==> src/rtl/arm_ctrl_pkg.sv <==
// rtl/arm_ctrl_pkg.sv - shared state encoding, opcodes and ALU codes for the multicycle controller
package arm_ctrl_pkg;

  typedef enum logic [3:0] {
    FETCH  = 4'd0,
    DECODE = 4'd1,
    EXEC_R = 4'd2,
    ADDR   = 4'd3,
    MEM_RD = 4'd4,
    MEM_WR = 4'd5,
    WB_ALU = 4'd6,
    WB_MEM = 4'd7,
    BR_U   = 4'd8,
    BR_C   = 4'd9,
    FAULT  = 4'd10
  } state_t;

  localparam logic [10:0] OP_ADD  = 11'b10001011000;
  localparam logic [10:0] OP_SUB  = 11'b11001011000;
  localparam logic [10:0] OP_AND  = 11'b10001010000;
  localparam logic [10:0] OP_ORR  = 11'b10101010000;
  localparam logic [10:0] OP_LDUR = 11'b11111000010;
  localparam logic [10:0] OP_STUR = 11'b11111000000;
  // Branch opcodes carry immediate bits in the low positions, matched with casez.
  localparam logic [10:0] OP_B    = 11'b000101?????;
  localparam logic [10:0] OP_CBZ  = 11'b10110100???;

  localparam logic [3:0] ALU_AND    = 4'b0000;
  localparam logic [3:0] ALU_ORR    = 4'b0001;
  localparam logic [3:0] ALU_ADD    = 4'b0010;
  localparam logic [3:0] ALU_SUB    = 4'b0110;
  localparam logic [3:0] ALU_PASS_B = 4'b0111;

  localparam logic [1:0] PCSRC_PC4 = 2'b00;
  localparam logic [1:0] PCSRC_BR  = 2'b01;
  localparam logic [1:0] SRCB_REG  = 2'b00;
  localparam logic [1:0] SRCB_IMM  = 2'b01;

  function automatic logic is_wait_state(input state_t s);
    return (s == FETCH) || (s == MEM_RD) || (s == MEM_WR);
  endfunction

endpackage

==> src/rtl/aludec.sv <==
// rtl/aludec.sv - R-type opcode to ALU operation decoder
module aludec
  import arm_ctrl_pkg::*;
(
  input  logic [10:0] opcode,
  output logic [3:0]  alu_control
);

  always_comb begin
    alu_control = ALU_ADD;
    case (opcode)
      OP_ADD:  alu_control = ALU_ADD;
      OP_SUB:  alu_control = ALU_SUB;
      OP_AND:  alu_control = ALU_AND;
      OP_ORR:  alu_control = ALU_ORR;
      default: alu_control = ALU_ADD;
    endcase
  end

endmodule

==> src/rtl/mc_control_fsm.sv <==
// rtl/mc_control_fsm.sv - multicycle ARM-subset control FSM with memory wait timeout
module mc_control_fsm
  import arm_ctrl_pkg::*;
#(
  parameter int TIMEOUT = 16
) (
  input  logic        clk,
  input  logic        reset_n,
  input  logic [10:0] instr,
  input  logic        zero,
  input  logic        mem_ready,
  output logic        imem_req,
  output logic        memRead,
  output logic        memWrite,
  output logic        IRWrite,
  output logic        PCWrite,
  output logic        regWrite,
  output logic        memtoReg,
  output logic        reg2loc,
  output logic [1:0]  PCSrc,
  output logic [1:0]  AluSrcB,
  output logic [3:0]  AluControl,
  output logic        illegal,
  output logic        fault,
  output logic [3:0]  state,
  output logic [31:0] instret
);

  localparam int CW = $clog2(TIMEOUT + 1);

  state_t         state_q, state_d;
  logic [CW-1:0]  wait_cnt;
  logic           timed_out;
  logic           set_illegal, set_fault, retire;
  logic [3:0]     alu_r;

  aludec u_aludec (
    .opcode      (instr),
    .alu_control (alu_r)
  );

  assign state     = state_q;
  // The current cycle is the TIMEOUT-th wait cycle; mem_ready still wins if present.
  assign timed_out = (wait_cnt == CW'(TIMEOUT - 1));

  always_ff @(posedge clk or negedge reset_n) begin
    if (!reset_n) begin
      state_q  <= FETCH;
      wait_cnt <= '0;
      instret  <= '0;
      illegal  <= 1'b0;
      fault    <= 1'b0;
    end else begin
      state_q  <= state_d;
      wait_cnt <= (state_d == state_q && is_wait_state(state_q)) ? wait_cnt + CW'(1) : '0;
      if (retire)      instret <= instret + 32'd1;
      if (set_illegal) illegal <= 1'b1;
      if (set_fault)   fault   <= 1'b1;
    end
  end

  always_comb begin
    state_d     = state_q;
    set_illegal = 1'b0;
    set_fault   = 1'b0;
    imem_req    = 1'b0;
    memRead     = 1'b0;
    memWrite    = 1'b0;
    IRWrite     = 1'b0;
    PCWrite     = 1'b0;
    regWrite    = 1'b0;
    memtoReg    = 1'b0;
    reg2loc     = 1'b0;
    PCSrc       = PCSRC_PC4;
    AluSrcB     = SRCB_REG;
    AluControl  = 4'b0000;
    case (state_q)
      FETCH: begin
        imem_req = 1'b1;
        if (mem_ready) begin
          IRWrite = 1'b1;
          PCWrite = 1'b1;
          PCSrc   = PCSRC_PC4;
          state_d = DECODE;
        end else if (timed_out) begin
          state_d   = FAULT;
          set_fault = 1'b1;
        end
      end
      DECODE: begin
        casez (instr)
          OP_ADD, OP_SUB, OP_AND, OP_ORR: state_d = EXEC_R;
          OP_LDUR, OP_STUR:               state_d = ADDR;
          OP_B:                           state_d = BR_U;
          OP_CBZ:                         state_d = BR_C;
          default: begin
            state_d     = FAULT;
            set_illegal = 1'b1;
          end
        endcase
      end
      EXEC_R: begin
        AluSrcB    = SRCB_REG;
        AluControl = alu_r;
        state_d    = WB_ALU;
      end
      WB_ALU: begin
        regWrite = 1'b1;
        state_d  = FETCH;
      end
      ADDR: begin
        AluSrcB    = SRCB_IMM;
        AluControl = ALU_ADD;
        state_d    = (instr == OP_LDUR) ? MEM_RD : MEM_WR;
      end
      MEM_RD: begin
        memRead = 1'b1;
        if (mem_ready) state_d = WB_MEM;
        else if (timed_out) begin
          state_d   = FAULT;
          set_fault = 1'b1;
        end
      end
      WB_MEM: begin
        regWrite = 1'b1;
        memtoReg = 1'b1;
        state_d  = FETCH;
      end
      MEM_WR: begin
        memWrite = 1'b1;
        reg2loc  = 1'b1;
        if (mem_ready) state_d = FETCH;
        else if (timed_out) begin
          state_d   = FAULT;
          set_fault = 1'b1;
        end
      end
      BR_U: begin
        PCWrite = 1'b1;
        PCSrc   = PCSRC_BR;
        state_d = FETCH;
      end
      BR_C: begin
        reg2loc    = 1'b1;
        AluControl = ALU_PASS_B;
        PCSrc      = PCSRC_BR;
        PCWrite    = zero;
        state_d    = FETCH;
      end
      FAULT:   state_d = FAULT;
      default: state_d = FAULT;
    endcase

    retire = (state_d == FETCH) &&
             (state_q == WB_ALU || state_q == WB_MEM || state_q == MEM_WR ||
              state_q == BR_U   || state_q == BR_C);

    // Outputs are held quiet while reset is low so a half-done instruction cannot commit.
    if (!reset_n) begin
      imem_req   = 1'b0;
      memRead    = 1'b0;
      memWrite   = 1'b0;
      IRWrite    = 1'b0;
      PCWrite    = 1'b0;
      regWrite   = 1'b0;
      memtoReg   = 1'b0;
      reg2loc    = 1'b0;
      PCSrc      = 2'b00;
      AluSrcB    = 2'b00;
      AluControl = 4'b0000;
    end
  end

endmodule

==> config.mk <==
export PLATFORM = sky130hd
export DESIGN_NAME = mc_control_fsm
export DESIGN_NICKNAME = d
export VERILOG_FILES = /design/src/rtl/arm_ctrl_pkg.sv /design/src/rtl/aludec.sv /design/src/rtl/mc_control_fsm.sv
export SDC_FILE = /design/constraint.sdc
export NUM_CORES = 1
export LEC_CHECK = 0
export CELL_PAD_IN_SITES_DETAIL_PLACEMENT = 0
export CELL_PAD_IN_SITES_GLOBAL_PLACEMENT = 1
export CORE_ASPECT_RATIO = 0.7
export CORE_UTILIZATION = 36
export CTS_CLUSTER_DIAMETER = 100
export DETAILED_ROUTE_END_ITERATION = 16
export PLACE_DENSITY_LB_ADDON = 0.1
export SYNTH_ARGS = -nofsm -noshare
export SYNTH_HDL_FRONTEND = slang
export SYNTH_SLANG_ARGS = --single-unit
==> constraint.sdc <==
create_clock -name clk -period 2.6 [get_ports clk]
set_input_delay 0.26 -clock clk [delete_from_list [all_inputs] [get_ports clk]]
set_output_delay 0.26 -clock clk [all_outputs]
set_load 0.02 [all_outputs]
==> results of run 1 <==
-- layer usage --
| layer | part of all wire [%] | wire, microns |
|---|---|---|
| met2 | 40 | 2190 |
| met4 | 0.45 | 25 |
| met3 | 4.2 | 231 |
| met5 | 0 | 0 |
| met1 | 56 | 3080 |
-- flip-flops by register name (all words and copies together), names as in the netlist --
register	cells
fault	1
instret	32
illegal	1
state	4
wait_cnt	5
-- synth_stat cells, types with 2 or more instances --
master | instances | area share [%]
sky130_fd_sc_hd__nor3b_1 | 2 | 0.62
sky130_fd_sc_hd__inv_1 | 6 | 0.93
sky130_fd_sc_hd__buf_6 | 4 | 1.9
sky130_fd_sc_hd__nor2_1 | 22 | 3.4
sky130_fd_sc_hd__nor2b_1 | 6 | 1.6
sky130_fd_sc_hd__a21oi_1 | 8 | 1.7
sky130_fd_sc_hd__and3_1 | 11 | 2.9
sky130_fd_sc_hd__ha_1 | 3 | 1.6
sky130_fd_sc_hd__xnor2_1 | 31 | 11
sky130_fd_sc_hd__buf_4 | 3 | 0.93
sky130_fd_sc_hd__nand2b_1 | 2 | 0.52
sky130_fd_sc_hd__nand4_1 | 13 | 3.4
sky130_fd_sc_hd__nand2_1 | 19 | 3.0
sky130_fd_sc_hd__nand3_1 | 21 | 4.4
sky130_fd_sc_hd__nor3_1 | 2 | 0.41
sky130_fd_sc_hd__and2_1 | 4 | 1.0
sky130_fd_sc_hd__clkbuf_1 | 4 | 0.62
sky130_fd_sc_hd__xor2_1 | 3 | 1.1
sky130_fd_sc_hd__dfrtp_1 | 43 | 45
sky130_fd_sc_hd__nand4b_1 | 2 | 0.73
sky130_fd_sc_hd__and4_1 | 3 | 1.1
sky130_fd_sc_hd__o21ai_0 | 7 | 1.5
-- cell usage in the layout (no fill, tap or decap), types with 2 or more instances in the layout --
cell / instances
sky130_fd_sc_hd__conb_1: 3
sky130_fd_sc_hd__and3_1: 11
sky130_fd_sc_hd__buf_4: 11
sky130_fd_sc_hd__nand2b_1: 2
sky130_fd_sc_hd__nor2_1: 22
sky130_fd_sc_hd__nand2_1: 19
sky130_fd_sc_hd__nor2b_1: 6
sky130_fd_sc_hd__xor2_1: 3
sky130_fd_sc_hd__ha_1: 3
sky130_fd_sc_hd__nand4_1: 13
sky130_fd_sc_hd__xnor2_1: 31
sky130_fd_sc_hd__dlygate4sd2_1: 2
sky130_fd_sc_hd__and4_1: 3
sky130_fd_sc_hd__clkbuf_8: 5
sky130_fd_sc_hd__nor3_1: 2
sky130_fd_sc_hd__clkdlybuf4s50_1: 62
sky130_fd_sc_hd__and2_1: 4
sky130_fd_sc_hd__a21oi_1: 8
sky130_fd_sc_hd__clkbuf_1: 2
sky130_fd_sc_hd__o21ai_0: 7
sky130_fd_sc_hd__inv_1: 6
sky130_fd_sc_hd__dfrtp_1: 43
sky130_fd_sc_hd__nand4b_1: 2
sky130_fd_sc_hd__nand3_1: 21
-- report_power, final --
part           leakage [nW]  switching (W)  internal, W  total [W]
Sequential            0.585              0     0.000668   0.000668
Combinational         0.666      0.0000338    0.0000308  0.0000646
Clock                0.0422       0.000219     0.000189   0.000407
-- area by class of cell --
type / instances / area [sq um]
clock inverters: 1 / 5.00
multi-input cells: 188 / 1250
clock buffers: 7 / 76.3
fillers: 589 / 3050
repair buffers: 77 / 746
well taps: 91 / 114
flip-flops and latches: 43 / 1080
inverters: 6 / 22.5
-- what timing repair did --
item	CTS	global route
pin swaps	0	0
hold buffers	0	0
endpoints found under the setup margin	2	2
resized for setup	3	1
-- final timing paths --
kind / start / endpoint / cells past startpoint
worst max-delay path: state[2]$_DFF_PN0_ / IRWrite / 5
worst min-delay path: reset_n / instret[31]$_DFFE_PN0P_ / 2
worst max register to register: wait_cnt[0]$_DFF_PN0_ / instret[1]$_DFFE_PN0P_ / 9
worst min register to register: wait_cnt[0]$_DFF_PN0_ / wait_cnt[0]$_DFF_PN0_ / 1
max in group asynchronous: reset_n / instret[24]$_DFFE_PN0P_ / 3
min in group clk: wait_cnt[0]$_DFF_PN0_ / wait_cnt[0]$_DFF_PN0_ / 1
-- cells by family (layout without fill, tap and decap cells) --
family / count (synthesis) / count (layout) / synth area share (%)
and+or+nand+nor: 121 / 121 / 29.3
DFF: 43 / 43 / 44.6
xor gates and xnor gates: 34 / 34 / 12.3
AOI/OAI and AO/OA: 25 / 25 / 6.80
buffers and inverters: 17 / 91 / 4.36
adders and majority gates: 3 / 3 / 1.56
muxes: 2 / 2 / 0.882
other: 1 / 3 / 0.155
-- metrics by stage --
stage / setup slack (ns) / instances
CTS: 0.139 / 413
finish: 0.136 / 413
floorplan: 0.343 / 248
global route: 0.00544 / 413
detailed placement: -0.0760 / 405
global placement: -0.0208 / 405
-- worst register-to-register path: stages, from the launching register on --
cell	delay, ns
sky130_fd_sc_hd__dfrtp_1	0.40
sky130_fd_sc_hd__ha_1	0.23
sky130_fd_sc_hd__and3_1	0.19
sky130_fd_sc_hd__ha_1	0.21
sky130_fd_sc_hd__nor2b_1	0.17
sky130_fd_sc_hd__o21ai_0	0.23
sky130_fd_sc_hd__o21ai_2	0.15
sky130_fd_sc_hd__nor3_4	0.21
sky130_fd_sc_hd__buf_12	0.19
sky130_fd_sc_hd__mux2_2	0.34
==> summary by stage, run 1 <==
Logic synthesis
The post-synthesis area per instance is 9.81 sq um. After technology mapping, the gate count stands at 246. Yosys mapped a number of flops with a built-in enable equal to 0. Yosys printed 0 warnings. In this run, distinct cell masters in the synthesized netlist total 49. The flip-flop and latch count after synthesis is 43. The sequential element share of the synthesized area is 44.6%. The cell area after synthesis is 0.00241 sq mm.

In the synthesized netlist the dominant register cell turns out to be sky130_fd_sc_hd__dfrtp_1. For this run, asynchronously set or reset flops after synthesis account for 100%.

Worst setup path
The critical setup path kind is reg2out. The critical path buffer and inverter count is 2. Walking the worst path, the cells encountered are inv_1 -> nand2_1 -> nor4_1 -> and2_1 -> clkdlybuf4s50_1. Setup slack on the worst reg-to-reg path comes out at 0.18 ns. In this run the worst path has a maximum fanout of 16. The endpoint type of the worst setup path is an output port.

The critical path's slowest cell is sky130_fd_sc_hd__clkdlybuf4s50_1. The stage delay of the slowest cell on the critical path is 0.60 ns. The arrival time reported for the critical path endpoint is 2.20 ns. The required time of the critical path is 2.34 ns. The kind of cell with the highest combined delay along the critical path is buffers and inverters. The critical path launch point type is a flop.

Clocking
The maximum buffer depth of the clock tree is 2. In this run the number of H-tree levels came out at 2. The buffer type at the clock tree root is sky130_fd_sc_hd__clkbuf_8.

The total clock buffers created by CTS is 5. The clock insertion delay at the later pin of the skew report is 0.29 ns. The CTS tree is built. The post-CTS clock slew at the launch and capture registers of the worst setup and hold paths is 0.08 ns. The number of clock sinks is 43. The buffer count from post-CTS setup fixing is 0.

STA
The number of hold-slack violations in the final timing report is 0. The max-slew violation total from the final report is 0. The final cycle utilization of the critical path is 94.8%. Setup violations remaining at the end of the flow were counted as 0. Setup repair after global routing left no endpoint under its margin. The routed design could run at a clock period as short as 2.46 ns. The final setup TNS is 0 ns. The slew at the pin closest to its max-slew limit is 0.598 ns. The tightest slew margin relative to the limit is 60.1%. The maximum frequency from static timing analysis is 406 MHz.

The post-route worst hold slack is 0.00754 ns. The final worst clock skew is 0.00536 ns.

Route
The detailed-route via count is 2009. Summed over all layers, the routed wires come to 5530 microns. Dividing the detail-routed via count by the number of cells gives 4.86. The first-iteration detailed-routing DRC count is 91. For this run, the detailed router's first-pass iteration total came to 4.

For this run, design rule violations remaining after detail routing come to 0. In the final routed layout, each cell accounts on average for 13.4 microns. The number of nets with antenna violations after routing is 0.

Final layout
The finished cells cover 0.00329 sq mm. The share of the core filled with cells is 51.9%. The antenna cell count is 0. The net count of the finished layout is 339. The synthesis-to-layout area growth is 36.4%. The share of cells above drive strength 1 is 9.63%.

Die
The cell row count is 24. In this run the vertical extent of the chip is 70.5 microns. The die extent in x is 99.8 microns. After floorplanning, the core was sized to cover 0.00634 sq mm. The die covers 0.00704 sq mm. The starting density of the core is 38.1%.

69 I/O pins were placed.

Global route
The via count of the first global-routing pass is 1878. After global routing, the most crowded layer is met1. Entering global routing, the biggest net connects 32 pins. The routing usage on met3 is 3.90%.

For met1 alone, demand over resource in global routing was 26.5%. Across every metal layer, demand over resource in global routing totals 16.9%. Global routing finished with a remaining overflow of 0. The met2 layer usage reported by global route is 23.1%. The wire length of the first global-routing pass is 9290 microns. The initial antenna violation count came to 0.

Place
The congestion estimate from routability-driven global placement came to 0.788. The instance area after placement is 0.00320 sq mm. Port buffering added 65 buffers. The HPWL after detailed placement is 4130 microns.

Power
The total power of the final layout is 0.00114 W. The static leakage power is 1.29 nW. For this design the ratio of total power to cell area is 347 mW/mm^2. The worst supply voltage drop on vdd is 0.000258 V.

Hold path
The type of the most critical hold path is in2async.

Run
Across the run, the number of max-cap violations was 0.

Run status
The flow ran to the end, and the final reports show no timing, DRC or antenna violations.
Power figures use the tool's default switching activity.
==> run 2: changes to the inputs <==
--- a/config.mk
+++ b/config.mk
@@ -15,3 +15,4 @@
 export SYNTH_ARGS = -nofsm -noshare
 export SYNTH_HDL_FRONTEND = slang
 export SYNTH_SLANG_ARGS = --single-unit
+export TNS_END_PERCENT = 1
==> results of run 2 <==
The final DEF is identical to that of run 1; final timing and power are the same.
==> run 3: changes to the inputs <==
--- a/config.mk
+++ b/config.mk
@@ -8,7 +8,7 @@
 export CELL_PAD_IN_SITES_DETAIL_PLACEMENT = 0
 export CELL_PAD_IN_SITES_GLOBAL_PLACEMENT = 1
 export CORE_ASPECT_RATIO = 0.7
-export CORE_UTILIZATION = 36
+export CORE_UTILIZATION = 30
 export CTS_CLUSTER_DIAMETER = 100
 export DETAILED_ROUTE_END_ITERATION = 16
 export PLACE_DENSITY_LB_ADDON = 0.1
==> summary by stage, run 3 (same netlist as run 1, synthesis figures left out) <==
Place
The final weighted congestion in routability-driven placement is 0.725. Port buffering added 65 buffers. The HPWL after detailed placement is 4310 microns. Summing all placed instances gives a cell area of 0.00320 sq mm. At the placement stage, the worst setup path has a slack of -0.0833 ns.

Worst setup path
The critical path buffer and inverter count is 2. The critical path's slowest cell is sky130_fd_sc_hd__clkdlybuf4s50_1. The critical path goes through clkdlybuf4s50_1 -> nor4bb_1 -> nand2_1 -> o31ai_1 -> a21oi_1 -> clkdlybuf4s50_1.

The critical path launch point type is an input port. For the worst flop-to-flop path, the logic depth is 9. The required time of the critical path is 2.34 ns. In this run the worst path has a maximum fanout of 4. For the worst setup path, the data arrival time is 2.18 ns.

In this design, the stage delay of the slowest critical-path cell is 0.55 ns. The worst setup path is of the in2out kind. The startpoint of the lowest-slack register-to-register path is wait_cnt[0]$_DFF_PN0_. The most common cell type on the critical path is sky130_fd_sc_hd__clkdlybuf4s50_1. The kind of cell with the highest combined delay along the critical path is buffers and inverters.

In this run the register-to-register setup slack is 0.19 ns. The critical register-to-register path endpoint is instret[1]$_DFFE_PN0P_. STA classifies the critical path endpoint as an output port.

Run status
The flow ran to the end, and the final reports show no timing, DRC or antenna violations.

Route
The total length of routed wires is 5890 microns. The number of nets with antenna violations after routing is 0. The routed layout has 2060 vias.

The pre-antenna-repair detailed-routing pass consisted of 4 iterations. The routed wirelength normalized by instance count is 14.0 microns. The first-iteration detailed-routing DRC count is 74. For this run, design rule violations remaining after detail routing come to 0. Dividing the detail-routed via count by the number of cells gives 4.90.

Power
The static leakage power is 1.32 nW. The internal power is 0.00105 W. The combinational fraction of design power is 4.7%. In this run the power spent charging and discharging nets is 0.000282 W. The portion of total power attributed to the clock network is 45.2%.

The net switching fraction of the power is 21.1%. The worst supply voltage drop on vdd is 0.000216 V. Sequential cells account for 50.1% of the total power. The total power per unit cell area is 398 mW/mm^2.

Global route
Entering global routing, the biggest net connects 42 pins. The wire length of the first global-routing pass is 9660 microns. In the global route stage, overall resource usage came out at 14.8%. The leftover overflow at the end of global routing is 0. The initial antenna violation count is 0.

The via count of the first global-routing pass is 1892.

STA
The number of hold-slack violations in the final timing report is 0. Setup violations remaining at the end of the flow were counted as 0. The max-slew violation total from the final report is 0. Setup slack on the critical path of the routed design comes to 0.164 ns.

Setup repair after global routing left no endpoint under its margin. The clock arrives with 0.00380 ns of skew. The maximum frequency from static timing analysis is 411 MHz. The tightest slew margin relative to the limit is 64.5%. The final critical path time including I/O delays and setup is 2.44 ns. The final cycle utilization of the critical path is 93.7%. At the pin with the least slew margin, the transition time is 0.532 ns.

Clocking
The buffer type at the clock tree root is sky130_fd_sc_hd__clkbuf_16. The CTS tree is built. At the later pin of the worst-skew pair, clock insertion delay measures 0.28 ns.

The clock tree synthesis step divided the H-tree into 2 levels. The post-CTS clock slew at the launch and capture registers of the worst setup and hold paths is 0.06 ns. The maximum buffer depth of the clock tree is 2. The total clock buffers created by CTS is 5. The number of clock sinks is 43. The buffer count from post-CTS setup fixing is 0.

Die
The starting density of the core is 32.0%. The die covers 0.00841 sq mm. The height of the chip is 77.0 microns. For this design the top-level I/O count stands at 69. The die extent in x is 109 microns.

The cell row count is 26. The region available for standard cell placement spans 0.00755 sq mm.

Final layout
The register with the most flip-flops in the layout has 32 of them. Ranked by flip-flop count, first place goes to instret. The finished cells cover 0.00336 sq mm. Of the cells placed in the final design, the portion with a size suffix greater than 1 is 9.32%. The final net count is 339. Compared with the post-synthesis result, the final layout area differs by 39.2%. The antenna cell count is 0.

In the layout the commonest cells are sky130_fd_sc_hd__clkdlybuf4s50_1 (62), sky130_fd_sc_hd__dfrtp_1 (43), sky130_fd_sc_hd__xnor2_1 (31). The library cell used most frequently in the layout, excluding fill and tap cells, is sky130_fd_sc_hd__clkdlybuf4s50_1.

Hold path
In this run the worst hold path is classified as in2async.

Run
Across the run, the number of max-cap violations was 0.
[run 3: cell types whose count changed in the layout (fill, tap and decap cells not counted)]
cell                            delta
sky130_fd_sc_hd__nor4bb_1          +1
sky130_fd_sc_hd__dlygate4sd3_1     +1
sky130_fd_sc_hd__clkbuf_16         +5
sky130_fd_sc_hd__buf_4             -1
sky130_fd_sc_hd__nor4_2            +1
sky130_fd_sc_hd__clkbuf_8          -5
sky130_fd_sc_hd__nor4bb_2          -1
sky130_fd_sc_hd__nor4_1            -1
[run 3: per-layer routing]
layer  track usage, %  share of wire, %
met5                0                 0
met4             4.00              0.70
met3             3.40               5.0
met2             18.9                39
met1             24.0                55
[run 3: worst max-delay path by stage]
stage,slack [ns],endpoint,cells after the start,startpoint
after floorplan,0.34,instret[4]$_DFFE_PN0P_,10,wait_cnt[0]$_DFF_PN0_
after global placement,-0.06,AluControl[2],8,instr[0]
after detailed placement,-0.08,AluControl[0],8,instr[6]
after CTS,0.12,IRWrite,6,reset_n
after global routing,0.02,AluControl[2],8,instr[6]
final,0.16,AluControl[1],6,instr[7]
[run 3: power groups by stage]
| stage | Sequential, W | Combinational [W] | Clock (W) |
|---|---|---|---|
| final | 0.000669 | 0.0000634 | 0.000603 |
| after global routing | 0.000669 | 0.0000707 | 0.000648 |
| after CTS | 0.000669 | 0.0000649 | 0.000620 |
| after detailed placement | 0.000681 | 0.0000634 | 0 |
| after global placement | 0.000681 | 0.0000639 | 0 |
| after floorplan | 0.000682 | 0.0000172 | 0 |
[run 3: area by class of cell]
type | instances | area [sq um]
Multi-Input combinational cell | 188 | 1250
Clock buffer | 7 | 133
Inverter | 6 | 22.5
Sequential cell | 43 | 1080
Tap cell | 98 | 123
Timing Repair Buffer | 77 | 748
Fill cell | 753 | 4190
Clock inverter | 1 | 5.00
[run 3: metrics by stage]
stage,total power [W],TNS [ns],hold slack (ns),utilization [%],instances
after floorplan,0.000699,0,-0.0356,-,248
after global placement,0.000745,-0.0821,0.124,42.4,411
after detailed placement,0.000745,-0.164,0.124,42.4,411
after CTS,0.00135,0,0.373,44.3,420
after global routing,0.00139,0,0.398,44.5,420
final,0.00134,0,0.374,44.5,420
[run 3: worst reg2reg max path: cells and delay by family (launching register included)]
kind | cells | cell delay, ns
AND/OR/NAND/NOR | 3 | 0.57
adder cells (fa/ha/maj) | 2 | 0.44
flip-flops | 1 | 0.39
AO/OA/AOI/OAI | 2 | 0.37
multiplexers | 1 | 0.35
buffers and inverters | 1 | 0.19
[run 3: timing repair]
item                                    in CTS  in global routing
endpoints found under the hold margin        2                  0
resized for setup                            2                  2
endpoints found under the setup margin       2                  3
hold buffers                                 1                  0
